===== src/rtl/nbcac_encoder_seq.sv =====
// nbcac_encoder_seq: sequential NBCAC encoder resolving BPC greedy weight-cascade stages per clock.
module nbcac_encoder_seq #(
  parameter int DATA_W = 22,
  parameter int CODE_W = 31,
  parameter int BPC    = 1
) (
  input  logic              clk,
  input  logic              rst,
  input  logic              in_valid,
  output logic              in_ready,
  input  logic [DATA_W-1:0] in_data,
  output logic              out_valid,
  input  logic              out_ready,
  output logic [CODE_W-1:0] out_code,
  output logic              out_err
);
  localparam int W  = DATA_W + 2;
  localparam int SW = $clog2(CODE_W + 1);
  localparam int DW = $clog2(CODE_W - 1);
  typedef logic [CODE_W:0][W-1:0] wt_t;
  function automatic wt_t calc_wt();
    wt_t w;
    w = '0;
    w[SW'(CODE_W)] = W'(2);
    w[SW'(CODE_W-1)] = W'(2);
    for (int k = CODE_W - 2; k >= 2; k--) w[SW'(k)] = w[SW'(k+1)] + w[SW'(k+2)];
    w[SW'(1)] = W'(1);
    return w;
  endfunction
  localparam wt_t WT = calc_wt();
  typedef enum logic [1:0] {IDLE, RUN, DONE} state_t;
  state_t state, state_n;
  logic [W-1:0] r, r_n;
  logic [CODE_W-2:0] d, d_n;
  logic [SW-1:0] k;
  logic [W:0] sum;
  logic dk, last;
  int kk;
  assign in_ready  = state == IDLE;
  assign out_valid = state == DONE;
  assign last      = int'(k) + BPC >= CODE_W;
  always_comb begin
    state_n = state == IDLE ? (in_valid ? RUN : IDLE)
            : state == RUN  ? (last ? DONE : RUN)
            : (out_ready ? IDLE : DONE);
  end
  // Stages of one clock chain combinationally; a short final call skips stages past CODE_W-1.
  always_comb begin
    r_n = r;
    d_n = d;
    sum = '0;
    dk  = 1'b0;
    kk  = 0;
    for (int j = 0; j < BPC; j++) begin
      kk = int'(k) + j;
      if (kk <= CODE_W - 1) begin
        sum = {1'b0, WT[SW'(kk)]} + {1'b0, WT[SW'(kk+1)]};
        dk  = {1'b0, r_n} >= sum ? 1'b1 : r_n < WT[SW'(kk)] ? 1'b0 : d_n[DW'(kk-2)];
        d_n[DW'(kk-1)] = dk;
        r_n = r_n - (dk ? WT[SW'(kk)] : '0);
      end
    end
  end
  always_ff @(posedge clk or posedge rst) begin
    if (rst) state <= IDLE;
    else state <= state_n;
  end
  always_ff @(posedge clk or posedge rst) begin
    if (rst) begin
      r        <= '0;
      d        <= '0;
      k        <= '0;
      out_code <= '0;
      out_err  <= 1'b0;
    end else if (state == IDLE && in_valid) begin
      r <= {2'b00, in_data[DATA_W-1:1], 1'b0};
      d <= (CODE_W-1)'(in_data[0]);
      k <= SW'(2);
    end else if (state == RUN) begin
      r <= r_n;
      d <= d_n;
      k <= k + SW'(BPC);
      if (last) begin
        out_code <= {r_n != '0, d_n};
        out_err  <= r_n != '0 && r_n != WT[SW'(CODE_W)];
      end
    end
  end
endmodule


===== config.mk =====
export PLATFORM = sky130hd
export DESIGN_NAME = nbcac_encoder_seq
export DESIGN_NICKNAME = d
export VERILOG_FILES = /design/src/rtl/nbcac_encoder_seq.sv
export SDC_FILE = /design/constraint.sdc
export NUM_CORES = 1
export LEC_CHECK = 0
export ABC_AREA = 1
export BUFFER_PORTS_ARGS = -buffer_cell sky130_fd_sc_hd__buf_2
export CAP_MARGIN = 20
export CORE_AREA = 3 3 146 148
export CTS_CLUSTER_SIZE = 14
export DETAILED_ROUTE_END_ITERATION = 12
export DIE_AREA = 0 0 149 151
export GPL_TIMING_DRIVEN = 0
export SYNTH_ARGS = -nofsm -noshare
export SYNTH_HDL_FRONTEND = slang
export SYNTH_SLANG_ARGS = --single-unit

===== constraint.sdc =====
create_clock -name clk -period 10.05 [get_ports clk]
set_input_delay 1.005 -clock clk [delete_from_list [all_inputs] [get_ports clk]]
set_output_delay 1.005 -clock clk [all_outputs]
set_load 0.05 [all_outputs]

==> results of run 1 <==
==> worst max-delay path: stages (launching register included) <==
cell and delay [ps]:
dfrtp_1 440, buf_4 210, inv_2 50, buf_6 150, ha_1 400, inv_1 190, o211ai_1 110, nand3_1 90
nand2_1 100, nand2_2 90, nand3_4 120, buf_8 180, a21oi_1 140, ha_1 260, ha_1 240, nand2_2 100
nor2_4 170, nand2_2 120, nor2_4 120, nand2_1 60, nand2_1 100, nand3_1 70, nor2_1 140, nand2_1 110
nor2_1 90, nand2_1 80, nand2_1 60, nand2_1 40
==> cells by family (layout without fill, tap and decap cells) <==
logic type / Yosys count / in the layout / share of synthesized area (%)
AO/OA/AOI/OAI: 99 / 99 / 10.8
XOR/XNOR: 10 / 10 / 1.56
adder cells (fa/ha/maj): 13 / 13 / 2.90
buffers and inverters: 111 / 185 / 8.79
flip-flops: 92 / 92 / 41.1
other: 2 / 2 / 0.134
AND/OR/NAND/NOR: 428 / 428 / 34.8
==> worst min-delay path by stage <==
stage,from,endpoint,slack (ps),cells after the start
2_1_floorplan,d[2],d[2],450,2
3_3_place_gp,d[14],d[14],460,2
3_5_place_dp,out_code[5],out_code[5],460,2
4_1_cts,out_code[13],out_code[13],480,2
5_1_grt,out_code[13],out_code[13],490,2
6_report,out_code[5],out_code[5],480,2
==> through the flow <==
step	util, %	cells	cell area [um2]	setup slack [ps]
floorplan	-	755	5610	6650
global placement	30.9	1083	6240	5280
detailed placement	31.1	1084	6270	5920
CTS	32.6	1099	6570	5910
global route	32.6	1099	6570	5580
finish	32.6	1099	6570	5890
==> cells in the final DEF, fill, tap and decap left out, types with 9 or more instances in the layout <==
cell       instances
nand2_1          209
buf_2             67
a21oi_1           18
xor2_1             9
ha_1              13
nor2_1            82
dfrtp_1           92
nand3_2            9
nor2_2            12
clkbuf_16          9
nand3_1           74
o21ai_0           41
inv_1             73
nand4_1           11
o211ai_1          13
==> routing by layer <==
metal	wire, um	vias to the layer above	GRT usage [%]
met2	7160	106	23.1
li1	-	2583	-
met5	0	-	0
met4	435	0	6.36
met3	528	30	2.30
met1	7850	2383	20.1
==> sequential cells by signal, indices dropped and copies added, names as in the netlist <==
register	count
state	2
d	30
k	5
out_code	31
r	24
==> cell type report <==
cell class	instances	share of cell area, %
Timing Repair Buffer	59	4.84
Tap cell	270	5.14
Inverter	82	4.72
Multi-Input combinational cell	552	42.8
Sequential cell	92	35.0
Clock buffer	12	3.90
Clock inverter	3	0.705
Buffer	29	2.82
==> report_power, final <==
group          switching (uW)  internal, uW  total, uW  leakage (uW)
Sequential                112           510        621       0.00116
Combinational             886           380       1270       0.00175
Clock                     148           206        353      0.000145
==> reports/results.ini, run 1 <==
[sta]
max_freq_ghz=0.240
timing.hold.ws_ps=475
min_period_ps=4160
hold_viol_final=0
fin_tns_setup_ps=0
period_share_pct=41.4
setup_viol=0
skew_ps=12.2
rsz0062_at_grt=false
relSlewSlack_pct=58.6
finalMaxSlewViolations=0
worst_pin_slew_ps=621

[routing]
routedWlPerCell_um=14.5
routed_wl_um=16000
drc=0
drt.antenna.violating_nets=0
vias=5102
drt_iter0_markers=281
vias_per_cell=4.64
first_pass_iters=5

[synthesis]
ys_types=43
ys.warnings.count=0
yosys-top-cells-area=dfrtp_1, nand2_1, nand3_1, nor2_1, inv_1
synthesis.nets=794
seq_area_frac_synth_pct=41.1
synth.most_common_cell=nand2_1
synth_cells=755
synth_edf_count=0
synth_ff_type=dfrtp_1
synthArstFlopShare_pct=100
synth.top_cell.area_share_pct=41.1
synthTopCellsByCount=nand2_1, dfrtp_1, nor2_1
synth_area_um2=5610
ys_seq_elements=92
yosysTopAreaCell=dfrtp_1
avgSynthCellArea_um2=7.43

[layout]
syn2layout_area_growth_pct=17.1
fill_cells=2237
seq_area_um2=2300
multiInputGateArea_um2=2810
nNetsFinal=864
diodes=0
drive_above_1_share_pct=18.2

[floorplan]
die_w_um=149
rows=52
core_um2=20200
start_util_pct=27.8
dieArea_um2=22500
die_h_um=151
ios=60

[cts]
htreeDepth=3
cts.repair.resized=0
cts_setup_buffers=0
cts.sinks=92
cts_hold_buf=0
clk_path_buf_depth=2
root_buffer=clkbuf_16
cts_tree=built
path_clk_slew_ps=70
clk_latency_ps=360
cts_buffers=9

[placement]
io_buffers=58
dp.final_hpwl_um=11900
globalplace.congestion=0.914

[global_routing]
antenna_found_initial=0
grt_overflow=0
grt_max_degree=53
first_global_vias=4998
grtUsageTotal_pct=14.7
grt_first_pass_wirelength_um=26000

[hold_path]
hold_class=reg -> reg

[worst_setup_path]
r2r_end=out_code[30]
cp-endpoint=out_code[30]
r2r-start=k[1]
arrival_ps=4410
rr_worst_depth=27
reg2reg_slack_ps=5890
path_class=reg -> reg
crit_start=k[1]
crit_fanout=14
setup.worst_path.end_class=register
cp.required_ps=10300
startpoint_type=register

[power]
p_total_uw=2240
irDropWorstVdd_uv=129
power.density_nw_per_um2=341
p_leak_uw=0.00305

[job]
maxCapViolCount=0

[status]
status=complete, no violations

(Power assumes the default switching activity.)
==> inputs of run 2 (changes only) <==
--- a/config.mk
+++ b/config.mk
@@ -5,13 +5,13 @@
 export SDC_FILE = /design/constraint.sdc
 export NUM_CORES = 1
 export LEC_CHECK = 0
-export ABC_AREA = 1
+export ABC_AREA = 0
 export BUFFER_PORTS_ARGS = -buffer_cell sky130_fd_sc_hd__buf_2
 export CAP_MARGIN = 20
-export CORE_AREA = 3 3 146 148
+export CORE_AREA = 3 3 141 143
 export CTS_CLUSTER_SIZE = 14
 export DETAILED_ROUTE_END_ITERATION = 12
-export DIE_AREA = 0 0 149 151
+export DIE_AREA = 0 0 144 146
 export GPL_TIMING_DRIVEN = 0
 export SYNTH_ARGS = -nofsm -noshare
 export SYNTH_HDL_FRONTEND = slang
==> constraint.sdc (replaced) <==
create_clock -name clk -period 3.4 [get_ports clk]
set_input_delay 0.34 -clock clk [delete_from_list [all_inputs] [get_ports clk]]
set_output_delay 0.34 -clock clk [all_outputs]
set_load 0.05 [all_outputs]
==> run 2 against run 1 <==
  * The flow now finishes with violations (negative setup slack)
  * Die area fell by 6.6%
  * Routed wire length is 4.2% higher
  * Cell count shrank 17%
  * Combinational power grew 140%
  * Worst hold slack worse by 310 ps
  * Critical path type unchanged
  * Largest cell class unchanged
==> reports/results.ini, run 2 <==
[status]
status=finished with violations
violations=negative setup slack

[sta]
skew_ps=11.0
hold_viol_final=0
finalMaxSlewViolations=0
min_period_ps=3800
rsz0062_at_grt=true
setup_viol=19
worst_pin_slew_ps=828
max_freq_ghz=0.263
timing.hold.ws_ps=161
relSlewSlack_pct=44.3
timing.final.ws_setup_ps=-404
period_share_pct=112

[placement]
io_buffers=58
dp.final_hpwl_um=11400
globalplace.congestion=0.929

[layout]
syn2layout_area_growth_pct=29.9
drive_above_1_share_pct=27.0
layout_common_cells=nand2_1, dfrtp_1, buf_2, buf_4, o21ai_0
multiInputGateArea_um2=3010
top_regs=out_code x31, d x30, r x24
fin_util_pct=36.4
nNetsFinal=708
seq_area_um2=2300
largest_register_ffs=31
diodes=0
fill_cells=1907
top_register=out_code

[worst_setup_path]
startpoint_type=register
path_cells=ha_4 > nand3_4 > nor2_4 > xnor2_2 > ha_1 > inv_1 > o21ai_1 > a21oi_1 > and3_1 > and3_4 > nor3_4 > ha_4 > ha_4 > or4b_4 > a211oi_4 > and3_1 > o2111ai_1 > nor4_2 > a21oi_1
path_class=reg -> reg
arrival_ps=4030
worst-path-buf-inv=1
cp_slowest_cell=or4b_4
setup.worst_path.end_class=register
crit_fanout=4
cp.required_ps=3630
path_delay_family=simple AND/OR/NAND/NOR gates
slowest_delay_ps=510
cpMostUsedCell=ha_4

[power]
power.density_nw_per_um2=874
p_leak_uw=0.00293
irDropWorstVdd_uv=370

[floorplan]
rows=50
core_um2=18700
die_w_um=144
die_h_um=146
dieArea_um2=21000
ios=60
start_util_pct=28.0

[cts]
path_clk_slew_ps=70
cts.sinks=92
cts_tree=built
cts_buffers=9
clk_latency_ps=360
htreeDepth=3
clk_path_buf_depth=2
root_buffer=clkbuf_16

[synthesis]
synth_area_um2=5250
avgSynthCellArea_um2=9.20
synth.most_common_cell=nand2_1
synthArstFlopShare_pct=100
yosysTopAreaCell=dfrtp_1
synthesis.nets=609
synth_cells=570
synth_ff_type=dfrtp_1
synth_edf_count=0
ys.warnings.count=0
synth.top_cell.area_share_pct=43.9
yosys-top-cells-area=dfrtp_1, nand2_1, o21ai_0, ha_1, mux4_2
synthTopCellsByCount=nand2_1, dfrtp_1, o21ai_0
ys_types=67
seq_area_frac_synth_pct=43.9
ys_seq_elements=92

[routing]
first_pass_iters=5
routed_wl_um=16600
drt_iter0_markers=488
drc=0
routedWlPerCell_um=18.3
drt.antenna.violating_nets=0
vias=4952
vias_per_cell=5.45

[global_routing]
first_global_vias=4786
grt_max_degree=61
antenna_found_initial=0
grt_first_pass_wirelength_um=26500
grtUsageTotal_pct=16.0
grt_overflow=0

[hold_path]
hold_class=in -> reg

[job]
maxCapViolCount=0

## run 2: cell count changes in the layout (fill, tap and decap cells not counted), sizes merged, moves of 13 or more
cell    change
o21ai      -13
o31ai      +18
and2       +20
clkbuf     +14
inv        -65
a31oi      +20
buf        +23
nor2       -71
nand2     -123
nand3      -59
## run 2: through the flow
step	worst slack, ps	std cells	power (uW)	TNS [ps]	instance area, um2
detailed placement	-1320	863	4380	-21170	5960
finish	-404	908	5950	-4720	6810
global route	-560	908	6340	-7960	6810
floorplan	-648	570	3700	-7040	5350
CTS	-422	905	5850	-4570	6690
global placement	-1360	862	4360	-72410	5930
## run 2: logic make-up after synthesis
family	count (synthesis)	synth area share, %
adder cells (fa/ha/maj)	13	3.10
buffers and inverters	55	4.75
other	2	0.143
flip-flops	92	43.9
AO/OA/AOI/OAI	146	19.2
multiplexers	12	3.98
XOR/XNOR	11	1.84
AND/OR/NAND/NOR	239	23.2
## run 2: metal layers
layer	wire [um]	vias up	track usage (%)
met2	7630	188	24.0
met1	7690	2430	22.8
met4	257	0	5.04
li1	-	2305	-
met3	1070	29	3.65
met5	0	-	0
## run 2: path summary, 6_finish.rpt
path	startpoint	to	slack, ps	cells after the start
hold reg to reg	out_code[26]	out_code[26]	470	2
hold / removal	out_ready	state[1]	160	2
setup / recovery	k[1]	out_code[30]	-400	19
min in group asynchronous	rst	out_code[16]	530	3
setup reg to reg	k[1]	out_code[30]	-400	19
max in group asynchronous	rst	k[0]	2180	4
## run 2: what timing repair did
| action | in CTS | in global routing |
|---|---|---|
| pin swaps | 26 | 21 |
| hold endpoints to repair | 10 | 0 |
| gates resized for setup | 48 | 21 |
| buffers inserted | 30 | 5 |
| hold buffers | 1 | 0 |
| endpoints found under the setup margin | 24 | 45 |
## run 2: final cells by class
type                       count  area share (%)
multi-input combinational    423            44.2
sequential                    92            33.8
buffer                        34            2.74
clock buffer                  10            3.51
tap                          234            4.30
timing repair buffer          94            9.11
inverter                      15           0.918
clock inverter                 6            1.38
## run 2: worst reg2reg max path, stage by stage (launching register included)
cell       delay [ps]
dfrtp_2           450
ha_4              190
nand3_4            90
nor2_4             40
xnor2_2           120
ha_1              280
inv_1              30
o21ai_1           100
a21oi_1            80
and3_1            180
and3_4            160
nor3_4            160
ha_4              190
ha_4              150
or4b_4            510
a211oi_4          270
and3_1            190
o2111ai_1         120
nor4_2            230
a21oi_1           110
## run 2: power breakdown
| part | total [uW] | switching [uW] | internal [uW] | leakage, uW |
|---|---|---|---|---|
| Clock | 1140 | 464 | 673 | 0.000165 |
| Combinational | 3080 | 1890 | 1200 | 0.00159 |
| Sequential | 1730 | 324 | 1410 | 0.00118 |
| Total | 5950 | 2670 | 3280 | 0.00293 |
==> inputs of run 3 (changes only) <==
--- a/config.mk
+++ b/config.mk
@@ -9,6 +9,7 @@
 export BUFFER_PORTS_ARGS = -buffer_cell sky130_fd_sc_hd__buf_2
 export CAP_MARGIN = 20
 export CORE_AREA = 3 3 141 143
+export CTS_BUF_LIST = sky130_fd_sc_hd__clkbuf_8
 export CTS_CLUSTER_SIZE = 14
 export DETAILED_ROUTE_END_ITERATION = 12
 export DIE_AREA = 0 0 144 146
==> run 3 against run 2 <==
  * First-iteration DRC count shrank 4.5%
  * Largest cell class unchanged
  * The run still ends with negative setup slack left
  * Die area unchanged
  * Register-to-register slack barely moved
==> reports/results.ini, run 3 (synthesized netlist as in run 2, its figures left out) <==
[cts]
clk_path_buf_depth=2
root_buffer=clkbuf_8
cts_tree=built
cts.sinks=92
path_clk_slew_ps=100
htreeDepth=3
clk_latency_ps=390
cts_buffers=9

[worst_setup_path]
path_cells=buf_6 > buf_12 > nor2_4 > xnor2_2 > ha_1 > inv_1 > o21ai_1 > a21oi_1 > and3_1 > and3_4 > nor3_4 > ha_4 > or4b_4 > buf_4 > or2_4 > a41o_1 > a32oi_1 > nor4_2 > a21oi_1
path_class=reg -> reg
reg2reg_slack_ps=-420
cpMostUsedCell=a21oi_1
startpoint_type=register
worst-path-buf-inv=4
path_delay_family=simple AND/OR/NAND/NOR gates
slowest_delay_ps=540
crit_fanout=6
arrival_ps=4130
cp.required_ps=3710
cp_slowest_cell=or4b_4
setup.worst_path.end_class=register

[global_routing]
grt_first_pass_wirelength_um=26500
grt_max_degree=61
first_global_vias=4780
grt_overflow=0
grtUsageTotal_pct=16.0
antenna_found_initial=0

[sta]
period_share_pct=112
timing.final.ws_setup_ps=-419
hold_viol_final=0
timing.hold.ws_ps=125
max_freq_ghz=0.262
finalMaxSlewViolations=0
setup_viol=19
rsz0062_at_grt=true
skew_ps=16.0
relSlewSlack_pct=43.1
worst_pin_slew_ps=846
fin_tns_setup_ps=-4670
min_period_ps=3820

[floorplan]
dieArea_um2=21000
die_w_um=144
die_h_um=146
rows=50
ios=60
start_util_pct=28.0
core_um2=18700

[power]
p_seq_share_pct=30.6
p_leak_uw=0.00287
power.density_nw_per_um2=849
switching_share_pct=46.3
clockPowerShare_pct=15.4
p_sw_uw=2620
irDropWorstVdd_uv=283
power_frac_comb_pct=53.9
p_int_uw=3040

[placement]
globalplace.congestion=0.929
preCtsSetupSlack_ps=-1320
dp.final_hpwl_um=11400
io_buffers=58
place_area_um2=5960

[layout]
fin_util_pct=35.6
largest_register_ffs=31
top_regs=out_code x31, d x30, r x24
fin_area_um2=6670
diodes=0
layout_common_cells=nand2_1, dfrtp_1, buf_2, buf_4, o21ai_0
nNetsFinal=707
drive_above_1_share_pct=26.4
final_common_cell=nand2_1
fill_cells=1936
syn2layout_area_growth_pct=27.0
top_register=out_code

[job]
maxCapViolCount=0

[routing]
drt.antenna.violating_nets=0
vias=4905
first_pass_iters=5
vias_per_cell=5.41
routedWlPerCell_um=18.3
routed_wl_um=16600
drt_iter0_markers=466
drc=0

[hold_path]
hold_class=in -> reg

[status]
violations=negative setup slack
status=finished with violations

==> run 3: final cells by class <==
| type | instances | area (um2) | share of cell area, % |
|---|---|---|---|
| Inverter | 15 | 62.6 | 0.939 |
| Clock inverter | 6 | 93.8 | 1.41 |
| Buffer | 34 | 186 | 2.80 |
| Clock buffer | 10 | 138 | 2.06 |
| Tap cell | 234 | 293 | 4.39 |
| Timing Repair Buffer | 93 | 617 | 9.25 |
| Sequential cell | 92 | 2300 | 34.6 |
| Multi-Input combinational cell | 423 | 2970 | 44.6 |
==> run 3: layer usage <==
layer / global-route usage (%) / up-vias / part of all wire (%)
met5: 0 / - / 0
met1: 22.7 / 2400 / 46
met4: 4.90 / 0 / 1.7
met2: 24.2 / 186 / 45
met3: 3.38 / 25 / 6.9
li1: - / 2294 / -
==> run 3: metrics by stage <==
step,cells,power [uW]
6_report,907,5660
5_1_grt,907,6040
4_1_cts,905,5580
3_5_place_dp,863,4380
3_3_place_gp,862,4360
2_1_floorplan,570,3700
==> run 3: power by group through the flow <==
stage	sequential [uW]	clock (uW)	combinational (uW)
after floorplan	1930	0	1770
after global placement	1740	0	2620
after detailed placement	1750	0	2630
after CTS	1720	901	2960
after global routing	1790	933	3320
final	1730	874	3050
==> run 3: final timing paths <==
| path | cells after the start | to | from |
|---|---|---|---|
| worst max-delay path | 19 | out_code[30] | k[0] |
| worst min-delay path | 2 | state[1] | out_ready |
| worst max register to register | 19 | out_code[30] | k[0] |
| worst min register to register | 2 | out_code[27] | out_code[27] |
| max in group asynchronous | 4 | r[7] | rst |
| min in group asynchronous | 3 | out_code[16] | rst |
==> run 3: repair_timing <==
action,in CTS,in global routing
buffers inserted,30,3
hold buffers,1,0
gates resized for setup,48,13
pin swaps,26,13
setup endpoints to repair,24,45
hold endpoints to repair,32,0
